$ cat src/rtl/pnr_pkg.sv
// Shared typing for the photon-number-resolving path: bin geometry,
// photon-number / bin-count types and the histogram FSM states.
package pnr_pkg;
  localparam int NUM_BINS = 9;
  localparam int PN_W     = 4;
  localparam int CNT_W    = 32;

  typedef logic [PN_W-1:0]  pn_t;
  typedef logic [CNT_W-1:0] bin_cnt_t;

  typedef enum logic [1:0] {
    IDLE,
    ACCUM,
    SNAP
  } hist_state_t;
endpackage

$ cat src/rtl/pnr_histogram.sv
// Photon-number histogram: accumulates per-trigger photon numbers into
// working bins over a programmed shot count, then copies them into a
// frozen snapshot that the register bus reads while the next run proceeds.
module pnr_histogram
  import pnr_pkg::*;
#(
  parameter int NUM_BINS = pnr_pkg::NUM_BINS,
  parameter int PN_W     = pnr_pkg::PN_W,
  parameter int CNT_W    = pnr_pkg::CNT_W,
  parameter int SHOTS_W  = 32
) (
  input  logic               ADC_CLK,
  input  logic               rst_i,
  input  logic               start_i,
  input  logic               continuous_i,
  input  logic [SHOTS_W-1:0] shots_target_i,
  input  logic               pn_valid_i,
  input  logic [PN_W-1:0]    pn_i,
  input  logic [PN_W-1:0]    rd_addr_i,
  output logic [CNT_W-1:0]   rd_data_o,
  output logic               busy_o,
  output logic               done_o,
  output logic [SHOTS_W-1:0] shots_o,
  output logic               range_err_o,
  output logic               sat_o,
  output logic               missed_o
);

  logic [NUM_BINS-1:0][CNT_W-1:0] bins_q;
  logic [NUM_BINS-1:0][CNT_W-1:0] snap_q;
  logic [SHOTS_W-1:0]             target_q;
  hist_state_t                    state_q, state_d;
  logic                           rearm;
  logic                           accept;
  logic                           last_shot;
  logic                           in_range;
  logic [PN_W-1:0]                bin_idx;
  logic                           bin_full;

  // Out-of-range photon numbers are folded into the top bin.
  assign in_range  = (int'(pn_i) < NUM_BINS);
  assign bin_idx   = in_range ? pn_i : PN_W'(NUM_BINS - 1);
  assign bin_full  = (bins_q[bin_idx] == '1);
  // A start in the same cycle wins over counting.
  assign accept    = (state_q == ACCUM) && pn_valid_i && !start_i;
  assign last_shot = accept && ((shots_o + SHOTS_W'(1)) == target_q);
  assign busy_o    = (state_q != IDLE);

  // Next state; rearm covers both start_i and the continuous re-arm out of SNAP.
  always_comb begin
    state_d = state_q;
    rearm   = 1'b0;
    if (start_i) begin
      rearm   = 1'b1;
      state_d = (shots_target_i == '0) ? SNAP : ACCUM;
    end else begin
      case (state_q)
        IDLE:    state_d = IDLE;
        ACCUM:   if (last_shot) state_d = SNAP;
        SNAP: begin
          if (continuous_i) begin
            rearm   = 1'b1;
            state_d = (shots_target_i == '0) ? SNAP : ACCUM;
          end else begin
            state_d = IDLE;
          end
        end
        default: state_d = IDLE;
      endcase
    end
  end

  // State register.
  always_ff @(posedge ADC_CLK or posedge rst_i) begin
    if (rst_i) state_q <= IDLE;
    else       state_q <= state_d;
  end

  // Working bins, shot counter and latched target; bins saturate at all-ones.
  always_ff @(posedge ADC_CLK or posedge rst_i) begin
    if (rst_i) begin
      bins_q   <= '0;
      shots_o  <= '0;
      target_q <= '0;
    end else if (rearm) begin
      bins_q   <= '0;
      shots_o  <= '0;
      target_q <= shots_target_i;
    end else if (accept) begin
      shots_o <= shots_o + SHOTS_W'(1);
      if (!bin_full) bins_q[bin_idx] <= bins_q[bin_idx] + CNT_W'(1);
    end
  end

  // Sticky status flags, cleared only by start_i.
  always_ff @(posedge ADC_CLK or posedge rst_i) begin
    if (rst_i) begin
      range_err_o <= 1'b0;
      sat_o       <= 1'b0;
      missed_o    <= 1'b0;
    end else if (start_i) begin
      range_err_o <= 1'b0;
      sat_o       <= 1'b0;
      missed_o    <= 1'b0;
    end else begin
      if (accept && !in_range)              range_err_o <= 1'b1;
      if (accept && bin_full)               sat_o       <= 1'b1;
      if (pn_valid_i && state_q != ACCUM)   missed_o    <= 1'b1;
    end
  end

  // Snapshot copy on the SNAP cycle; done pulses next cycle unless aborted.
  always_ff @(posedge ADC_CLK or posedge rst_i) begin
    if (rst_i) begin
      snap_q <= '0;
      done_o <= 1'b0;
    end else begin
      if (state_q == SNAP) snap_q <= bins_q;
      done_o <= (state_q == SNAP) && !start_i;
    end
  end

  // Registered snapshot read; reads during the copy see the old snapshot.
  always_ff @(posedge ADC_CLK or posedge rst_i) begin
    if (rst_i)                           rd_data_o <= '0;
    else if (int'(rd_addr_i) < NUM_BINS) rd_data_o <= snap_q[rd_addr_i];
    else                                 rd_data_o <= '0;
  end

endmodule

$ cat config.mk
export PLATFORM = sky130hd
export DESIGN_NAME = pnr_histogram
export DESIGN_NICKNAME = d
export VERILOG_FILES = /design/src/rtl/pnr_pkg.sv /design/src/rtl/pnr_histogram.sv
export SDC_FILE = /design/constraint.sdc
export NUM_CORES = 2
export LEC_CHECK = 0
export CAP_MARGIN = 20
export CORE_ASPECT_RATIO = 1.1
export CORE_UTILIZATION = 55
export CTS_CLUSTER_SIZE = 30
export DETAILED_ROUTE_END_ITERATION = 8
export HOLD_SLACK_MARGIN = 0.15
export PLACE_DENSITY = 0.72
export SLEW_MARGIN = 20
export SYNTH_ARGS = -nofsm -noshare
export SYNTH_HDL_FRONTEND = slang
export SYNTH_SLANG_ARGS = --single-unit
$ cat constraint.sdc
create_clock -name ADC_CLK -period 28.8 [get_ports ADC_CLK]
set_input_delay 5.76 -clock ADC_CLK [delete_from_list [all_inputs] [get_ports ADC_CLK]]
set_output_delay 5.76 -clock ADC_CLK [all_outputs]
set_load 0.02 [all_outputs]
* After elaboration in Yosys (flattened, before gate mapping)
Index checks and enable logic that the tools add are counted.
** Word-level totals
- Register bits after elaboration :: 678
- Bits of input ports :: 45
- Output and inout bits :: 69
- Logic and storage cells :: 85
** Cells by class
- Add/sub/neg operators :: 2
- $lt $le $gt $ge :: 5
- Equal/unequal tests :: 7
- Multiplexer cells :: 28
- Reduce and logical (&&, ||, !) cells :: 17
** Operator list (number)
- two-way mux 288 bit :: 3
- bitwise mux 288 bit :: 1
- binary-select mux 32 bit (select 4 bit) :: 2
- two-way mux 32 bit :: 6
- demux 32 bit (select 4 bit) :: 1
- adder 32 x 1 -> 32 bit (second input constant) :: 2
- == test 32 bit :: 1
- == test 32 bit (second input constant) :: 1
- zero test 32 bit :: 1
- < comparator 4 x 5 -> 1 bit (second input constant) :: 2
- nonzero test 2 bit :: 5
- two-way mux 1 bit :: 9
- logical AND 1 bit :: 8
- < comparator 4 bit (second input constant) :: 2
- two-way mux 2 bit :: 4
- greater-or-equal comparator 4 x 1 -> 1 bit (second input constant) :: 1
- two-way mux 4 bit :: 1
- one-hot mux 2 bit (2 select lines) :: 1
- inequality test 3 bit (second input constant) :: 1
- == test 2 x 1 -> 1 bit (second input constant) :: 1
- == test 2 bit (second input constant) :: 1
- zero test 1 bit :: 2
- inequality test 2 x 1 -> 1 bit (second input constant) :: 1
- inequality test 2 bit (second input constant) :: 1
- AND reduction 2 bit :: 1

* Logic depth before layout (Yosys ltp)
- Depth after elaboration :: 10
- Depth in mapped cells :: 19
- Depth with buffers taken out :: 11

* Worst setup path after synthesis
OpenSTA, ideal clock, no wires.
- Path type :: input port to flip-flop
- Start :: input port pn_i[1]
- End :: register bins_q[143] (netlist name)
- Library setup time :: 0.140 ns
- Data arrival time :: 8.703 ns
- Required time :: 28.660 ns
- Setup slack :: 19.957 ns
- Cell stages on the path :: 17
- Buffers on the path :: 7
- Path through :: buf_2 > buf_2 > buf_4 > buf_2 > mux4_2 > a22oi_2 > inv_1 > ha_1 > nand3_1 > nor4_4 > nand4bb_1 > buf_4 > buf_6 > nand4_4 > buf_6 > nor2_1 > nor3_2
** On the way
- Cells in the longest elaborated chain, start to end :: 10
- Elaborated cells between the ends (all ways) :: 17
- Those cells by class :: add/sub: 1; order compare: 3; eq/ne: 2; mux: 9; reduce/logical: 2
** RTL lines
- from (decl) :: RTL line pnr_histogram.sv:18 : input logic [PN_W-1:0] pn_i,
- < comparator 4 bit :: RTL line pnr_histogram.sv:41 : assign in_range = (int'(pn_i) < NUM_BINS);
- two-way mux 4 bit (*) :: RTL line pnr_histogram.sv:42 : assign bin_idx = in_range ? pn_i : PN_W'(NUM_BINS - 1);
- parallel branches: the longest is 8 deep, another holds adder 32 x 1 -> 32 bit
- to (signal, indexed assignment) :: RTL line pnr_histogram.sv:91 : if (!bin_full) bins_q[bin_idx] <= bins_q[bin_idx] + CNT_W'(1);
- to (decl) :: RTL line pnr_histogram.sv:29 : logic [NUM_BINS-1:0][CNT_W-1:0] bins_q;
Mark *: on every way between the ends. The select of a mux whose other input is x is not followed.
A chain may end at the register's enable or synchronous reset.

* Worst setup path after layout
- Start :: input port pn_i[1]
- End :: register bins_q[19] (netlist name)
The elaborated chain is that of the path after synthesis.

==> results.toml <==
[logic_synthesis]
yosysTopAreaCellShare_pct = 52.49
ys_seq_area_share_pct = 52.49
synth-edff-count = 0
synthTopCellsByCount = "dfrtp_1 (678), nand2_1 (372), mux2_2 (315)"
yosys_register_bits = 678
synth.most_common_cell = "dfrtp_1"
synth_area_leaders = "dfrtp_1 (52%), mux2_2 (11%), mux4_2 (5.6%)"
yosys.cell_types.count = 94
synth_top_area_cell = "dfrtp_1"
synth_area_um2 = 32320
avgSynthCellArea_um2 = 11.44
yosysWarnings = 0
ys_async_sr_fraction_pct = 100.0
synth_nets = 2876
syn_inst = 2826
ys.flop_type = "dfrtp_1"

[timing]
max_slew.worst_pin.slew_ns = 1.076
max_freq_ghz = 0.09154
setup_viol = 0
fin_crit_sh_pct = 37.93
finalCriticalPeriod_ns = 10.92
slew_headroom_pct = 27.74
fin_ws_ns = 17.88
setup-tns-final_ns = 0
final_hold_viol_count = 0
slew_viol_final = 0
skew_ns = 0.02030
rsz0062_at_grt = "false"

[die]
die_y_um = 256.3
pin_count = 114
dieArea_um2 = 59740
rows = 92
core_um2 = 57670
dieWidth_um = 233.1
initial_core_util_pct = 56.05

[routing]
wl_per_cell_um = 24.68
firstDrtPassIters = 5
wl_um = 90200
vias = 23470
ant_nets = 0
avgViaCountPerCell = 6.422
drc = 0
drtIter0Drc = 2077

[grt]
grt_pass1_vias = 24020
antenna_found_initial = 3
grt_max_degree = 190
grt-ovfl-total = 0
grt_pass1_wl_um = 140900
grt_usage_pct = 30.75

[place]
dp_hpwl_um = 53640
gp_congestion = 0.8835
portBuffers = 113
preCtsSetupSlack_ns = 17.50

[pwr]
power_leakage_nw = 16.09
finalPower_mw = 2.066
powerDensity_nw_per_um2 = 57.04
ir_worst_vdd_mv = 0.05079

[clock_network]
path_clk_slew_ns = 0.06
hold_buffers = 0
clock_latency_ns = 0.62
clk_path_buf_depth = 3
cts_buffers = 71
clock-sinks = 678
cts_tree = "yes"
cts_setup_buffers = 0
root_buffer = "clkbuf_16"
cts_resized = 0
htree_levels = 3

[job]
drv_cap = 0

[layout]
drive_gt1_share_pct = 21.44
nets = 2896
area_delta_synth_final_pct = 12.06
fillers = 4497

[worst_setup_path]
worstSetupEndpointType = "flop"
crit_type = "primary input to flop"
arrival_ns = 11.43
crit_required_ns = 29.30
start_kind = "primary input"
critPathMaxFanout = 24

[hold_path]
hp-class = "flop to flop"

[outcome]
status = "finished clean"
-- final cells by class --
cell class | instances | area (µm²) | share of cell area [%]
multi-input combinational | 1922 | 14200 | 39.22
inverter | 17 | 71.32 | 0.1969
clock inverter | 26 | 351.6 | 0.9707
tap | 752 | 940.9 | 2.598
clock buffer | 102 | 2138 | 5.904
timing repair buffer | 156 | 1543 | 4.259
antenna | 2 | 5.005 | 0.01382
sequential | 678 | 16970 | 46.84
-- cell usage in the layout, fill, tap and decap left out, types with 7 or more instances in the layout --
cell             synthesis  routed
dfrtp_1                678     678
nand2_1                372     372
mux2_2                 315     315
nor2_1                 226     226
a21oi_1                160     159
o21ai_0                120     120
clkdlybuf4s50_1          0     106
mux2i_1                 93      93
mux4_2                  81      81
clkbuf_16                0      75
nor3_1                  69      69
a211oi_1                69      69
xnor2_1                 53      53
xor2_1                  38      38
nand3_1                 36      36
buf_4                   12      35
o22ai_1                 30      30
nor4_1                  20      20
nand4_1                 20      20
a22o_1                  16      16
clkbuf_8                 0      16
inv_1                   16      15
clkbuf_1               109      11
clkinv_2                 0      11
nand2b_1                10      10
nor2b_1                  8       8
or2_2                    8       8
bufinv_16                0       8
a22oi_1                  7       7
a221oi_1                 7       7
o21ai_1                  7       7
nand3b_1                 7       7
and3_1                   8       7
-- through the flow --
| step | instance area, µm² | cells | hold WS (ns) | util, % |
|---|---|---|---|---|
| final | 36220 | 3655 | 0.4786 | 62.80 |
| after floorplan | 32320 | 2826 | 0.4460 | - |
| after detailed placement | 33610 | 3521 | 0.4710 | 58.27 |
| after global placement | 33610 | 3521 | 0.4610 | 58.27 |
| after global routing | 36220 | 3654 | 0.5091 | 62.80 |
| after CTS | 36100 | 3649 | 0.4819 | 62.59 |
-- cell families (layout without fill, tap and decap cells) --
| family | count (synthesis) | after routing | share of synthesized area [%] |
|---|---|---|---|
| fa+ha+maj | 5 | 5 | 0.1936 |
| xor+xnor | 92 | 92 | 2.516 |
| buf+inv | 226 | 301 | 3.751 |
| flops | 678 | 678 | 52.49 |
| mux | 490 | 490 | 19.53 |
| other cells | 0 | 2 | 0 |
| compound gates | 477 | 477 | 9.062 |
| simple gates | 858 | 858 | 12.45 |
-- sequential cells by signal, indices dropped and copies added, names as in the netlist --
| register | count |
|---|---|
| bins_q | 288 |
| snap_q | 288 |
| rd_data_o | 32 |
| shots_o | 32 |
| target_q | 32 |
| state_q | 2 |
| done_o | 1 |
| missed_o | 1 |
| range_err_o | 1 |
| sat_o | 1 |
-- power breakdown --
part	leakage (nW)	switching (mW)	internal, mW	total, mW
sequential	9.41	0.00656	0.959	0.966
clock	1.22	0.390	0.589	0.979
combinational	5.46	0.0870	0.0341	0.121
-- worst paths after layout --
check                             from            end  slack, ns  cells past startpoint
max                            pn_i[1]     bins_q[19]      17.88                     14
min                        snap_q[267]  rd_data_o[11]       0.48                      2
max reg2reg                 shots_o[0]     state_q[1]      24.38                     10
min reg2reg                snap_q[267]  rd_data_o[11]       0.48                      2
max in group asynchronous        rst_i     bins_q[81]      20.28                      5
min in group asynchronous        rst_i     snap_q[70]       5.68                      2
-- routing by layer --
| metal | up-vias | part of all wire [%] | track usage, % |
|---|---|---|---|
| met4 | 2 | 4.3 | 14.38 |
| met2 | 1098 | 48 | 48.55 |
| li1 | 10130 | - | - |
| met3 | 273 | 7.5 | 5.371 |
| met5 | - | 0.021 | 0 |
| met1 | 11970 | 40 | 41.39 |
-- critical path, stage by stage --
cell       delay (ns)
buf_2            0.67
buf_4            0.50
or3b_1           0.67
o22ai_1          0.19
nor3_1           0.53
ha_1             0.34
nand3_1          0.20
nor4_4           0.74
nand4bb_1        0.17
buf_4            0.28
a31oi_4          0.63
buf_4            0.48
nand2_1          0.11
o21ai_0          0.08
Note: power is estimated with default switching activity, not from simulation.
